[config.mk]
export PLATFORM = sky130hd
export DESIGN_NAME = johnson_phase_decoder_flat
export DESIGN_NICKNAME = d
export VERILOG_FILES = /design/src/rtl/johnson_phase_decoder_if.sv /design/src/rtl/johnson_phase_decoder.sv /design/src/flat_wrapper.sv
export SDC_FILE = /design/constraint.sdc
export NUM_CORES = 1
export LEC_CHECK = 0
export CAP_MARGIN = 20
export CORE_MARGIN = 3
export CORE_UTILIZATION = 52
export DETAILED_ROUTE_END_ITERATION = 16
export GPL_TIMING_DRIVEN = 1
export PLACE_DENSITY = 0.82
export SLEW_MARGIN = 30
export SYNTH_ARGS = -nofsm -noshare
export SYNTH_HDL_FRONTEND = slang
export SYNTH_SLANG_ARGS = --single-unit
[constraint.sdc]
create_clock -name clk -period 2.3 [get_ports clk]
set_input_delay 0.575 -clock clk [delete_from_list [all_inputs] [get_ports clk]]
set_output_delay 0.575 -clock clk [all_outputs]
set_load 0.01 [all_outputs]
[src/rtl/johnson_phase_decoder_if.sv]
// +----------------------------------------------------------------------+
// | johnson_phase_decoder_if : count sample in, phase/health status out  |
// | Revision 1.0                                                         |
// +----------------------------------------------------------------------+
`default_nettype none

interface johnson_phase_decoder_if #(
  parameter int WIDTH     = 4,
  parameter int ERR_CNT_W = 8
);
  localparam int IDX_W = $clog2(2 * WIDTH);

  logic [WIDTH-1:0]     count_in;
  logic                 in_valid;
  logic                 err_clr;
  logic [IDX_W-1:0]     phase_idx;
  logic [2*WIDTH-1:0]   phase_onehot;
  logic                 wrap_pulse;
  logic                 code_err;
  logic                 seq_err;
  logic                 locked;
  logic [ERR_CNT_W-1:0] err_count;

  modport master (
    output count_in, in_valid, err_clr,
    input  phase_idx, phase_onehot, wrap_pulse, code_err, seq_err, locked, err_count
  );

  modport slave (
    input  count_in, in_valid, err_clr,
    output phase_idx, phase_onehot, wrap_pulse, code_err, seq_err, locked, err_count
  );
endinterface

`default_nettype wire

[src/rtl/johnson_phase_decoder.sv]
// +----------------------------------------------------------------------+
// | johnson_phase_decoder : decodes a Johnson ring sample into a phase   |
// | index/one-hot and tracks sequence health.        Revision 1.0        |
// +----------------------------------------------------------------------+
`default_nettype none

module johnson_phase_decoder #(
  parameter int WIDTH      = 4,
  parameter int SHIFT_LEFT = 1,
  parameter int LOCK_LEN   = 4,
  parameter int ERR_CNT_W  = 8
) (
  input  logic                    clk,
  input  logic                    reset_n,
  johnson_phase_decoder_if.slave  bus
);

  localparam int N     = 2 * WIDTH;
  localparam int IDX_W = $clog2(N);
  localparam int RUN_W = $clog2(LOCK_LEN + 1);

  localparam logic [0:0] ST_UNLOCKED = 1'b0;
  localparam logic [0:0] ST_LOCKED   = 1'b1;

  logic [WIDTH-1:0]     w_ori;
  logic [WIDTH-1:0]     w_tail;
  logic                 w_legal;
  logic [IDX_W-1:0]     w_ones;
  logic [IDX_W-1:0]     w_idx;
  logic [WIDTH-1:0]     w_next;
  logic                 w_in_seq;
  logic [RUN_W-1:0]     w_run_inc;
  logic                 w_err;

  logic [WIDTH-1:0]     r_prev_code;
  logic                 r_prev_ok;
  logic [RUN_W-1:0]     r_run;
  logic [0:0]           r_state;
  logic [IDX_W-1:0]     r_idx;
  logic [N-1:0]         r_onehot;
  logic                 r_wrap;
  logic                 r_code_err;
  logic                 r_seq_err;
  logic [ERR_CNT_W-1:0] r_err_count;

  // Orient the code so the anchor bit is always the MSB; the tail (ones
  // after inverting a set anchor) must then be a solid run of low ones.
  always_comb begin
    for (int i = 0; i < WIDTH; i++) begin
      w_ori[i] = (SHIFT_LEFT != 0) ? bus.count_in[i] : bus.count_in[WIDTH-1-i];
    end
    w_tail  = w_ori[WIDTH-1] ? ~w_ori : w_ori;
    w_legal = ((w_tail & (w_tail + WIDTH'(1))) == '0);
    w_ones  = '0;
    for (int i = 0; i < WIDTH; i++) begin
      w_ones = w_ones + IDX_W'(w_tail[i]);
    end
    w_idx = (w_ori[WIDTH-1] ? IDX_W'(WIDTH) : '0) + w_ones;
  end

  generate
    if (SHIFT_LEFT != 0) begin : g_next_left
      assign w_next = {r_prev_code[WIDTH-2:0], ~r_prev_code[WIDTH-1]};
    end else begin : g_next_right
      assign w_next = {~r_prev_code[0], r_prev_code[WIDTH-1:1]};
    end
  endgenerate

  assign w_in_seq  = (bus.count_in == w_next);
  assign w_run_inc = (r_run == RUN_W'(LOCK_LEN)) ? r_run : r_run + RUN_W'(1);
  assign w_err     = bus.in_valid && (!w_legal || (r_prev_ok && !w_in_seq));

  always_ff @(posedge clk or negedge reset_n) begin
    if (!reset_n) begin
      r_prev_code <= '0;
      r_prev_ok   <= 1'b0;
      r_run       <= '0;
      r_state     <= ST_UNLOCKED;
      r_idx       <= '0;
      r_onehot    <= '0;
      r_wrap      <= 1'b0;
      r_code_err  <= 1'b0;
      r_seq_err   <= 1'b0;
      r_err_count <= '0;
    end else begin
      r_wrap     <= 1'b0;
      r_code_err <= 1'b0;
      r_seq_err  <= 1'b0;
      if (bus.in_valid) begin
        if (!w_legal) begin
          r_code_err <= 1'b1;
          r_onehot   <= '0;
          r_prev_ok  <= 1'b0;
          r_run      <= '0;
          r_state    <= ST_UNLOCKED;
        end else begin
          r_idx       <= w_idx;
          r_onehot    <= N'(1) << w_idx;
          r_prev_code <= bus.count_in;
          r_prev_ok   <= 1'b1;
          if (r_prev_ok) begin
            if (w_in_seq) begin
              r_run  <= w_run_inc;
              // Index 0 has a single predecessor, so this is the ring wrap.
              r_wrap <= (w_idx == '0);
              if (w_run_inc == RUN_W'(LOCK_LEN)) begin
                r_state <= ST_LOCKED;
              end
            end else begin
              r_seq_err <= 1'b1;
              r_run     <= '0;
              r_state   <= ST_UNLOCKED;
            end
          end
        end
      end
      if (bus.err_clr) begin
        r_err_count <= '0;
      end else if (w_err && (r_err_count != '1)) begin
        r_err_count <= r_err_count + ERR_CNT_W'(1);
      end
    end
  end

  assign bus.phase_idx    = r_idx;
  assign bus.phase_onehot = r_onehot;
  assign bus.wrap_pulse   = r_wrap;
  assign bus.code_err     = r_code_err;
  assign bus.seq_err      = r_seq_err;
  assign bus.locked       = (r_state == ST_LOCKED);
  assign bus.err_count    = r_err_count;

endmodule

`default_nettype wire

[src/flat_wrapper.sv]
// flat-port wrapper written by rule: the top's interface ports become plain ports
module johnson_phase_decoder_flat 
#(
  parameter int WIDTH      = 4,
  parameter int SHIFT_LEFT = 1,
  parameter int LOCK_LEN   = 4,
  parameter int ERR_CNT_W  = 8
)
  (clk, reset_n, bus_count_in, bus_in_valid, bus_err_clr, bus_phase_idx, bus_phase_onehot, bus_wrap_pulse, bus_code_err, bus_seq_err, bus_locked, bus_err_count);
  johnson_phase_decoder_if #(.WIDTH(WIDTH), .ERR_CNT_W(ERR_CNT_W)) bus_i ();
  input  logic clk;
  input  logic reset_n;
  input wire logic [$bits(bus_i.count_in)-1:0] bus_count_in;
  input wire logic [$bits(bus_i.in_valid)-1:0] bus_in_valid;
  input wire logic [$bits(bus_i.err_clr)-1:0] bus_err_clr;
  output wire logic [$bits(bus_i.phase_idx)-1:0] bus_phase_idx;
  output wire logic [$bits(bus_i.phase_onehot)-1:0] bus_phase_onehot;
  output wire logic [$bits(bus_i.wrap_pulse)-1:0] bus_wrap_pulse;
  output wire logic [$bits(bus_i.code_err)-1:0] bus_code_err;
  output wire logic [$bits(bus_i.seq_err)-1:0] bus_seq_err;
  output wire logic [$bits(bus_i.locked)-1:0] bus_locked;
  output wire logic [$bits(bus_i.err_count)-1:0] bus_err_count;
  assign bus_i.count_in = bus_count_in;
  assign bus_i.in_valid = bus_in_valid;
  assign bus_i.err_clr = bus_err_clr;
  assign bus_phase_idx = bus_i.phase_idx;
  assign bus_phase_onehot = bus_i.phase_onehot;
  assign bus_wrap_pulse = bus_i.wrap_pulse;
  assign bus_code_err = bus_i.code_err;
  assign bus_seq_err = bus_i.seq_err;
  assign bus_locked = bus_i.locked;
  assign bus_err_count = bus_i.err_count;
  johnson_phase_decoder #(.WIDTH(WIDTH), .SHIFT_LEFT(SHIFT_LEFT), .LOCK_LEN(LOCK_LEN), .ERR_CNT_W(ERR_CNT_W)) u_core (.clk(clk), .reset_n(reset_n), .bus(bus_i));
endmodule
# After elaboration in Yosys (flattened, before gate mapping)
# Index checks and enable logic that the tools add are counted.
[classes]
reduce_logical = 12
bitwise = 3
muxes = 24
eq_ne = 6
n_shift = 1
add_sub_neg = 7
[ops]
columns = ["operator", "n"]
rows = [
  ["8-bit two-way mux", 3],
  ["1-bit two-way mux", 15],
  ["3-bit two-way mux", 5],
  ["8-bit by 1-bit adder with 8-bit output, second input constant", 1],
  ["8-bit != test, second input constant", 1],
  ["1-bit by 3-bit left shift with 8-bit output, first input constant", 1],
  ["3-bit by 1-bit adder with 3-bit output", 2],
  ["3-bit equality test, second input constant", 2],
  ["4-bit by 1-bit adder with 4-bit output, second input constant", 1],
  ["4-bit bitwise AND", 1],
  ["4-bit equality test", 1],
  ["4-bit zero test", 1],
  ["4-bit two-way mux", 1],
  ["4-bit inverter", 1],
  ["2-bit AND reduction", 2],
  ["3-bit by 1-bit adder with 3-bit output, second input constant", 1],
  ["3-bit adder", 1],
  ["1-bit logical AND", 3],
  ["3-bit zero test", 1],
  ["3-bit != test, second input constant", 1],
  ["3-bit AND reduction", 1],
  ["1-bit by 1-bit adder with 2-bit output", 1],
  ["1-bit zero test", 2],
  ["2-bit != test, second input constant", 1],
  ["other kinds (3)", 3],
]
[word_totals]
inputBits = 8
regBits = 31
word_cells = 63
output_inout_bits = 23

# Longest topological paths before layout
# Gate-level depths: netlist of the first run.
[logic_depth]
ltp_word = 11
mapped_depth = 8
ltp_nobuf = 7

# Least setup slack after synthesis of the first run
# No wires, ideal clock.
[synth_timing]
path_type = "in2reg"
startpoint = "input port bus_count_in[0]"
endpoint = "register u_core.r_wrap, in the netlist u_core.bus.wrap_pulse"
slack_ns = 0.196
cell_stages = 7
arrival_time_ns = 2.003
cell_sequence = "buf_2 xnor2_1 nor2_1 ha_1 o311ai_0 o311ai_2 nor4_1"
[synth_between]
elab_chain_len = 11
elab_cells_between_ends = 15
classes_between = "add/sub (5); eq/ne (1); mux (5); bitwise (2); reduce/logical (2)"
[synth_rtl]
columns = ["element", "line_no", "text"]
rows = [
  ["start, declared", "flat_wrapper.sv:13", "input wire logic [$bits(bus_i.count_in)-1:0] bus_count_in;"],
  ["4-bit inverter", "johnson_phase_decoder.sv:52", "w_tail = w_ori[WIDTH-1] ? ~w_ori : w_ori;"],
  ["4-bit two-way mux", "johnson_phase_decoder.sv:52", ""],
  ["1-bit by 1-bit adder with 2-bit output", "johnson_phase_decoder.sv:56", "w_ones = w_ones + IDX_W'(w_tail[i]);"],
  ["3-bit by 1-bit adder with 3-bit output (2 in series)", "johnson_phase_decoder.sv:56", ""],
  ["3-bit adder", "johnson_phase_decoder.sv:58", "w_idx = (w_ori[WIDTH-1] ? IDX_W'(WIDTH) : '0) + w_ones;"],
  ["3-bit zero test", "johnson_phase_decoder.sv:105", "r_wrap <= (w_idx == '0);"],
  ["1-bit two-way mux", "johnson_phase_decoder.sv:102", "if (w_in_seq) begin"],
  ["1-bit two-way mux", "johnson_phase_decoder.sv:101", "if (r_prev_ok) begin"],
  ["1-bit two-way mux (*)", "johnson_phase_decoder.sv:90", "if (!w_legal) begin"],
  ["1-bit two-way mux (*)", "johnson_phase_decoder.sv:89", "if (bus.in_valid) begin"],
  ["end signal, assigned", "johnson_phase_decoder.sv:105", ""],
  ["end, declared", "johnson_phase_decoder.sv:41", "logic r_wrap;"],
]
# Every way passes the cells marked *; elsewhere a longest branch is shown, timed or not.
# A chain may end at the register's enable or synchronous reset.

# Worst setup path after layout of the first run
[layout_timing]
startpoint = "input port bus_count_in[2]"
endpoint = "register u_core.r_err_count[7], in the netlist u_core.bus.err_count[7]"
[layout_between]
elab_chain_len = 10
elab_cells_between_ends = 13
classes_between = "add/sub (1); eq/ne (1); mux (1); bitwise (2); reduce/logical (8)"
[layout_rtl]
columns = ["element", "line_no", "text"]
rows = [
  ["4-bit inverter", "johnson_phase_decoder.sv:52", ""],
  ["4-bit two-way mux", "johnson_phase_decoder.sv:52", ""],
  ["4-bit by 1-bit adder with 4-bit output", "johnson_phase_decoder.sv:53", "w_legal = ((w_tail & (w_tail + WIDTH'(1))) == '0);"],
  ["4-bit bitwise AND", "johnson_phase_decoder.sv:53", ""],
  ["4-bit zero test", "johnson_phase_decoder.sv:53", ""],
  ["1-bit zero test", "johnson_phase_decoder.sv:71", "assign w_err = bus.in_valid && (!w_legal || (r_prev_ok && !w_in_seq));"],
  ["1-bit logical OR (*)", "johnson_phase_decoder.sv:71", ""],
  ["1-bit logical AND (*)", "johnson_phase_decoder.sv:71", ""],
  ["1-bit logical AND (*)", "johnson_phase_decoder.sv:119", "end else if (w_err && (r_err_count != '1)) begin"],
  ["2-bit nonzero test (no line) (*)", "-", ""],
  ["end signal, assigned", "johnson_phase_decoder.sv:120", "r_err_count <= r_err_count + ERR_CNT_W'(1);"],
  ["end, declared", "johnson_phase_decoder.sv:44", "logic [ERR_CNT_W-1:0] r_err_count;"],
]
# Marks and branches as above.

==> run_results.csv, run 1 <==
group,metric,value,unit
timing,fin_crit_sh,99.59,%
floorplan,chipHeight,62.93,um
clock_network,clock_path_buffers,2,
detailed_routing,drt_iter0_markers,103,
worst_setup_path,cp_data_required_time,2550,ps
finish,fill_cells,216,
detailed_routing,firstDrtPassIters,4,
pwr,p_sw_share,27.61,%
pwr,power_density,623.2,nW/um^2
synth,synthCells,174,
synth,yosysWarnings,0,
floorplan,fp.dieW,62.93,um
worst_setup_path,crit_slowest_cell,"or4_1",
worst_setup_path,r2r-end,"u_core.bus.locked",
synth,synthFlopType,"dfrtp_1",
clock_network,htreeDepth,2,
synth,synth.area.top_cells,"dfrtp_1 (46%), a21oi_1 (4.2%), inv_1 (4.0%)",
clock_network,clk_pin_slew,100,ps
worst_hold_path,hp-class,"reg -> reg",
global_route,grt_pass1_vias,1465,
worst_setup_path,start_kind,"primary input",
global_route,track_usage,21.80,%
worst_hold_path,hp-start,"u_core.bus.phase_idx[0]",
synth,synth-seq-area-share,46.03,%
clock_network,clock-sinks,31,
timing,drv_slew,0,
worst_hold_path,whs_path_depth,2,
pwr,power.net_switching,394.2,uW
worst_setup_path,crit_type,"in -> reg",
worst_setup_path,arrival,2540,ps
pwr,p_leak,0.0009837,uW
placed_design,place.gp.congestion,0.8676,
synth,syn_nets,186,
pwr,p_clk_share,31.7,%
status,outcome,"finished clean",
job,maxCapViolCount,0,
worst_setup_path,r2r-start,"u_core.r_run[0]",
synth,synth_area,1685,sq um
placed_design,placed_area,2128,sq um
synth,synth_top_area_share,46.03,%
worst_setup_path,path_cells,"clkdlybuf4s50_1 -> buf_4 -> and2_4 -> o21ai_4 -> a32oi_4 -> buf_4 -> or4_1 -> a21oi_1",
finish,syn2layout_area_growth,35.93,%
finish,n_antenna_cell,0,
worst_setup_path,max_stage_delay,480,ps
pwr,p_comb_share,24.7,%
detailed_routing,wl_per_cell,14.73,um
clock_network,cts_root_buf,"clkbuf_4",
synth,ys_seq_elements,31,
timing,max_freq,0.4366,GHz
timing,hold_viol,0,
finish,fin_area,2291,sq um
global_route,antenna_found_initial,0,
synth,synth.distinct_cells,42,
placed_design,place_ws,-368.6,ps
floorplan,core_area,3078,sq um
clock_network,clk_latency,330,ps
clock_network,cts_buffers,5,
floorplan,die_area,3960,sq um
timing,setup_ws,9.482,ps
timing,worst_pin_slew,671.5,ps
detailed_routing,vias_per_cell,5.620,
global_route,gr-total-overflow,0,
timing,setup_viol,0,
worst_hold_path,holdPathEnd,"u_core.bus.phase_idx[0]",
worst_setup_path,reg2reg_depth,7,
global_route,grt_max_degree,32,
detailed_routing,totalWireLength,3993,um
detailed_routing,dr_total_vias,1523,
floorplan,start_util,54.76,%
placed_design,hpwlAfterDp,2726,um
synth,synth_area_leader_cell,"dfrtp_1",
worst_setup_path,cpMostUsedCell,"buf_4",
pwr,ir_drop,0.4195,mV
synth,avgSynthCellArea,9.686,sq um
global_route,grt_pass1_wl,6886,um
worst_setup_path,cp_max_fo,8,
clock_network,tritoncts,"done",
worst_setup_path,rrSetupSlack,430,ps
floorplan,ioPinCount,31,
placed_design,numPortBuffers,30,
floorplan,rows,20,
timing,fin_skew,3.889,ps
finish,drive_above_1_share,19.82,%
timing,slew_headroom,55.07,%
finish,fin_util,74.43,%
detailed_routing,ant_nets,0,
worst_setup_path,crit_path_end_kind,"flop",
synth,synth_edf_count,0,
timing,layout_min_cycle_time,2291,ps
pwr,p_int,1034,uW
synth,async_flop_share,100.0,%
pwr,power_frac_seq,43.6,%
finish,nets,238,
detailed_routing,drc_errors,0,
layout make-up:
type,instances,area [sq um],share of cell area (%)
clock buffers,6,51.30,2.239
clock inverters,2,35.03,1.529
inverters,18,67.56,2.949
multi-input cells,117,825.8,36.05
flip-flops and latches,31,775.7,33.86
well taps,44,55.05,2.403
repair buffers,53,480.5,20.97
metal layers:
metal,vias up,GRT usage [%],wire length (um)
met1,735,26.55,1693
li1,728,-,-
met5,-,0,0
met2,52,37.68,2006
met4,0,6.612,76
met3,8,5.576,217
critical path, delay by kind of cell:
family / cells / cell delay [ps]
buffers and inverters: 3 / 780
AND/OR/NAND/NOR: 2 / 640
AO/OA/AOI/OAI: 3 / 540
power groups by stage:
stage / Sequential, uW / Clock, uW / Combinational [uW]
global placement: 631 / 0 / 317
CTS: 623 / 457 / 334
global route: 630 / 483 / 387
finish: 623 / 452 / 353
detailed placement: 634 / 0 / 328
floorplan: 645 / 0 / 160
state kept, by name (all words and copies together), names as in the netlist:
register and flops:
u_core.r_prev_ok 1, u_core.bus.err_count 8, u_core.r_prev_code 4, u_core.r_run 3, u_core.bus.seq_err 1, u_core.bus.wrap_pulse 1
u_core.bus.code_err 1, u_core.bus.phase_onehot 8, u_core.bus.locked 1, u_core.bus.phase_idx 3
placed cells by master (no fill, tap or decap), types with 3 or more instances in the layout:
cell type        netlist  final
dfrtp_1               31     31
clkdlybuf4s50_1        0     27
buf_4                  1     23
inv_1                 18     18
nand2_1               15     15
a21oi_1               14     13
o22ai_1               10     10
o21ai_0                8      8
nand2b_1               6      6
and3_1                 6      6
xnor2_1                5      5
or4_1                  5      5
o31ai_1                5      5
clkbuf_4               0      5
mux2_2                 4      4
ha_1                   4      4
nor2_1                 3      3
xor2_1                 3      3
nand3_1                4      3
a31oi_1                3      3
dlymetal6s2s_1         0      3
cells by family after synthesis:
group                    count (synthesis)  share of synthesized area, %
XOR/XNOR                                 8                         4.158
buffers and inverters                   27                         7.721
adder cells (fa/ha/maj)                  4                         2.970
flip-flops                              31                         46.03
multiplexers                             4                         2.672
AO/OA/AOI/OAI                           50                         19.97
AND/OR/NAND/NOR                         50                         16.48
metrics by stage:
stage	total power, uW	setup TNS [ps]	hold WS (ps)	instances
floorplan	805.4	0	279.4	174
global placement	948.1	-3472	469.2	259
detailed placement	961.7	-5240	483.1	259
CTS	1413	0	505.3	267
global route	1500	-76.54	533.7	271
finish	1428	0	500.4	271
what timing repair did:
item                       CTS  global route
setup buffers                0             3
hold endpoints to repair     0             0
setup endpoints to repair    2             7
hold buffers                 0             0
resized for setup            2             6
pin swaps                    0             2
cloned                       0             1
cells in the mapped netlist (2+ instances only):
cell / count
dfrtp_1: 31
inv_1: 18
nand2_1: 15
a21oi_1: 14
o22ai_1: 10
o21ai_0: 8
and3_1: 6
nand2b_1: 6
o31ai_1: 5
or4_1: 5
xnor2_1: 5
ha_1: 4
mux2_2: 4
nand3_1: 4
a31oi_1: 3
buf_6: 3
nor2_1: 3
xor2_1: 3
a21boi_0: 2
buf_2: 2
clkbuf_1: 2
how the worst max path moves through the flow:
stage	from	end	slack (ps)	depth (start not counted)
floorplan	bus_count_in[0]	u_core.bus.wrap_pulse	200	7
global route	bus_count_in[2]	u_core.bus.err_count[7]	-30	8
detailed placement	bus_count_in[1]	u_core.bus.wrap_pulse	-370	7
global placement	bus_count_in[3]	u_core.bus.err_count[4]	-240	8
finish	bus_count_in[2]	u_core.bus.err_count[7]	9	8
CTS	bus_count_in[1]	u_core.bus.phase_idx[2]	20	7
Note: power is estimated with default switching activity, not from simulation.
==> inputs of run 2 (changes only) <==
Settings changed: CORE_UTILIZATION 52 to 56, PLACE_DENSITY 0.82 to 0.88.
Clock period 2.3 ns to 2.9 ns, I/O delays scaled along.
==> run 2 against run 1 <==
Non-clock buffer count down 15. Via count down 7.1%. Worst hold slack better by 1.6 ps. First-iteration DRC count down 43%. Global-route usage up 1.2 points. Cell count down 11%. Wire length down 8.3%. Count of clock-buffer cells in the layout unchanged. Critical path depth down 1. Register-to-register slack better by 600 ps. Design area down 8.0%. Die area down 6.5%. Critical path type unchanged. Critical endpoint is now u_core.bus.wrap_pulse. Highest routed layer unchanged.
==> run_results.csv, run 2 (synthesis results as in run 1) <==
group,metric,value,unit
status,outcome,"finished clean",
timing,worst_pin_slew,675.6,ps
timing,rsz0062_at_grt,"false",
timing,slew_headroom,54.79,%
worst_hold_path,hp-class,"reg -> reg",
job,maxCapViolCount,0,
finish,nets,222,
timing,max_freq,0.3830,GHz
worst_hold_path,hp-start,"u_core.bus.phase_idx[0]",
worst_setup_path,cp_max_fo,8,
floorplan,core_area,2805,sq um
finish,drive_above_1_share,12.80,%
worst_setup_path,r2r-end,"u_core.bus.locked",
detailed_routing,firstDrtPassIters,4,
worst_setup_path,reg2reg_depth,7,
timing,fin_crit_sh,90.04,%
worst_setup_path,arrival,2850,ps
finish,n_antenna_cell,0,
floorplan,start_util,60.08,%
clock_network,clk_latency,330,ps
detailed_routing,totalWireLength,3663,um
timing,tns,0,ps
detailed_routing,ant_nets,0,
detailed_routing,drt_iter0_markers,59,
global_route,grt_pass1_wl,6223,um
timing,setup_viol,0,
clock_network,cts_buffers,5,
global_route,track_usage,22.98,%
clock_network,clock_path_buffers,2,
worst_setup_path,max_stage_delay,570,ps
clock_network,htreeDepth,2,
worst_setup_path,crit_type,"in -> reg",
clock_network,clock-sinks,31,
finish,multi_input_area,779.5,sq um
pwr,p_total,1084,uW
clock_network,tritoncts,"done",
clock_network,post_cts_buffers,0,
global_route,grt_max_degree,32,
finish,layout_common_cells,"dfrtp_1 (31), clkdlybuf4s50_1 (30), inv_1 (18), nand2_1 (15), a21oi_1 (14)",
worst_setup_path,crit_family,"compound AO/OA/AOI/OAI gates",
finish,ff_latch_area,775.7,sq um
detailed_routing,vias_per_cell,5.847,
timing,hold_viol,0,
placed_design,hpwlAfterDp,2546,um
detailed_routing,dr_total_vias,1415,
placed_design,place.gp.congestion,0.8530,
worst_setup_path,rrSetupSlack,1030,ps
clock_network,ctsHoldBuffers,0,
detailed_routing,wl_per_cell,15.14,um
clock_network,post_cts_resized,0,
timing,layout_min_cycle_time,2611,ps
pwr,p_leak,0.0008772,uW
worst_setup_path,crit_slowest_cell,"clkdlybuf4s50_1",
global_route,gr-total-overflow,0,
worst_setup_path,startpoint,"bus_count_in[3]",
worst_setup_path,worstPathBufferInverterCount,1,
pwr,ir_drop,0.3994,mV
timing,hold_ws,502.0,ps
worst_setup_path,cp_data_required_time,3140,ps
placed_design,numPortBuffers,30,
timing,fin_skew,3.924,ps
worst_setup_path,path_cells,"clkdlybuf4s50_1 -> xnor2_1 -> nor2_1 -> ha_1 -> o311ai_0 -> o311ai_2 -> nor4_1",
floorplan,rows,19,
worst_setup_path,start_kind,"primary input",
pwr,power_density,514.3,nW/um^2
global_route,antenna_found_initial,0,
floorplan,fp.dieW,60.86,um
floorplan,die_area,3704,sq um
timing,drv_slew,0,
finish,syn2layout_area_growth,25.09,%
floorplan,ioPinCount,31,
worst_setup_path,crit_path_end_kind,"flop",
detailed_routing,drc_errors,0,
floorplan,chipHeight,60.86,um
finish,fill_cells,198,
worst_hold_path,whs_path_depth,2,
global_route,grt_pass1_vias,1392,
clock_network,cts_root_buf,"clkbuf_4",
finish,layout_commonest_cell,"dfrtp_1",
clock_network,clk_pin_slew,90,ps
worst_setup_path,r2r-start,"u_core.r_run[0]",
worst_hold_path,holdPathEnd,"u_core.bus.phase_idx[0]",
## run 2: tightest hold or removal path, stage by stage, from the launching register on
cell and delay (ps):
dfrtp_1 360, nand2_1 50, o21ai_0 60
## run 2: worst max-delay path by stage
| stage | cells after the start | endpoint | slack, ps |
|---|---|---|---|
| 6_report | 7 | u_core.bus.wrap_pulse | 290 |
| 3_5_place_dp | 7 | u_core.bus.wrap_pulse | -100 |
| 4_1_cts | 7 | u_core.bus.wrap_pulse | 260 |
| 5_1_grt | 7 | u_core.bus.wrap_pulse | 150 |
| 2_1_floorplan | 7 | u_core.bus.wrap_pulse | 650 |
| 3_3_place_gp | 7 | u_core.bus.wrap_pulse | 90 |
## run 2: cell type report
type	instances	share of cell area, %
Clock buffer	6	2.433
Clock inverter	2	1.662
Inverter	18	3.205
Multi-Input combinational cell	116	36.97
Sequential cell	31	36.80
Tap cell	31	1.840
Timing Repair Buffer	38	17.09
## run 2: power by group
part | internal, uW | leakage (uW) | switching (uW)
logic | 118 | 0.000416 | 119
registers | 471 | 0.000413 | 23.7
clock network | 204 | 0.0000482 | 149
total | 792 | 0.000877 | 292
## run 2: routing by layer
metal / part of all wire (%) / GRT usage, % / routed length (um) / vias to the layer above
li1: - / - / - / 689
met1: 44 / 27.92 / 1604 / 687
met2: 50 / 38.63 / 1845 / 30
met3: 4.2 / 6.383 / 153 / 9
met4: 1.6 / 8.978 / 59 / 0
met5: 0 / 0 / 0 / -
## run 2: metrics by stage
| step | area, sq um | std cells | util (%) | setup WS (ps) |
|---|---|---|---|---|
| 2_1_floorplan | 1685 | 174 | - | 645.5 |
| 3_3_place_gp | 2022 | 234 | 72.08 | 92.45 |
| 3_5_place_dp | 2022 | 234 | 72.08 | -99.82 |
| 4_1_cts | 2108 | 242 | 75.16 | 260.9 |
| 5_1_grt | 2108 | 242 | 75.16 | 147.6 |
| 6_report | 2108 | 242 | 75.16 | 288.8 |
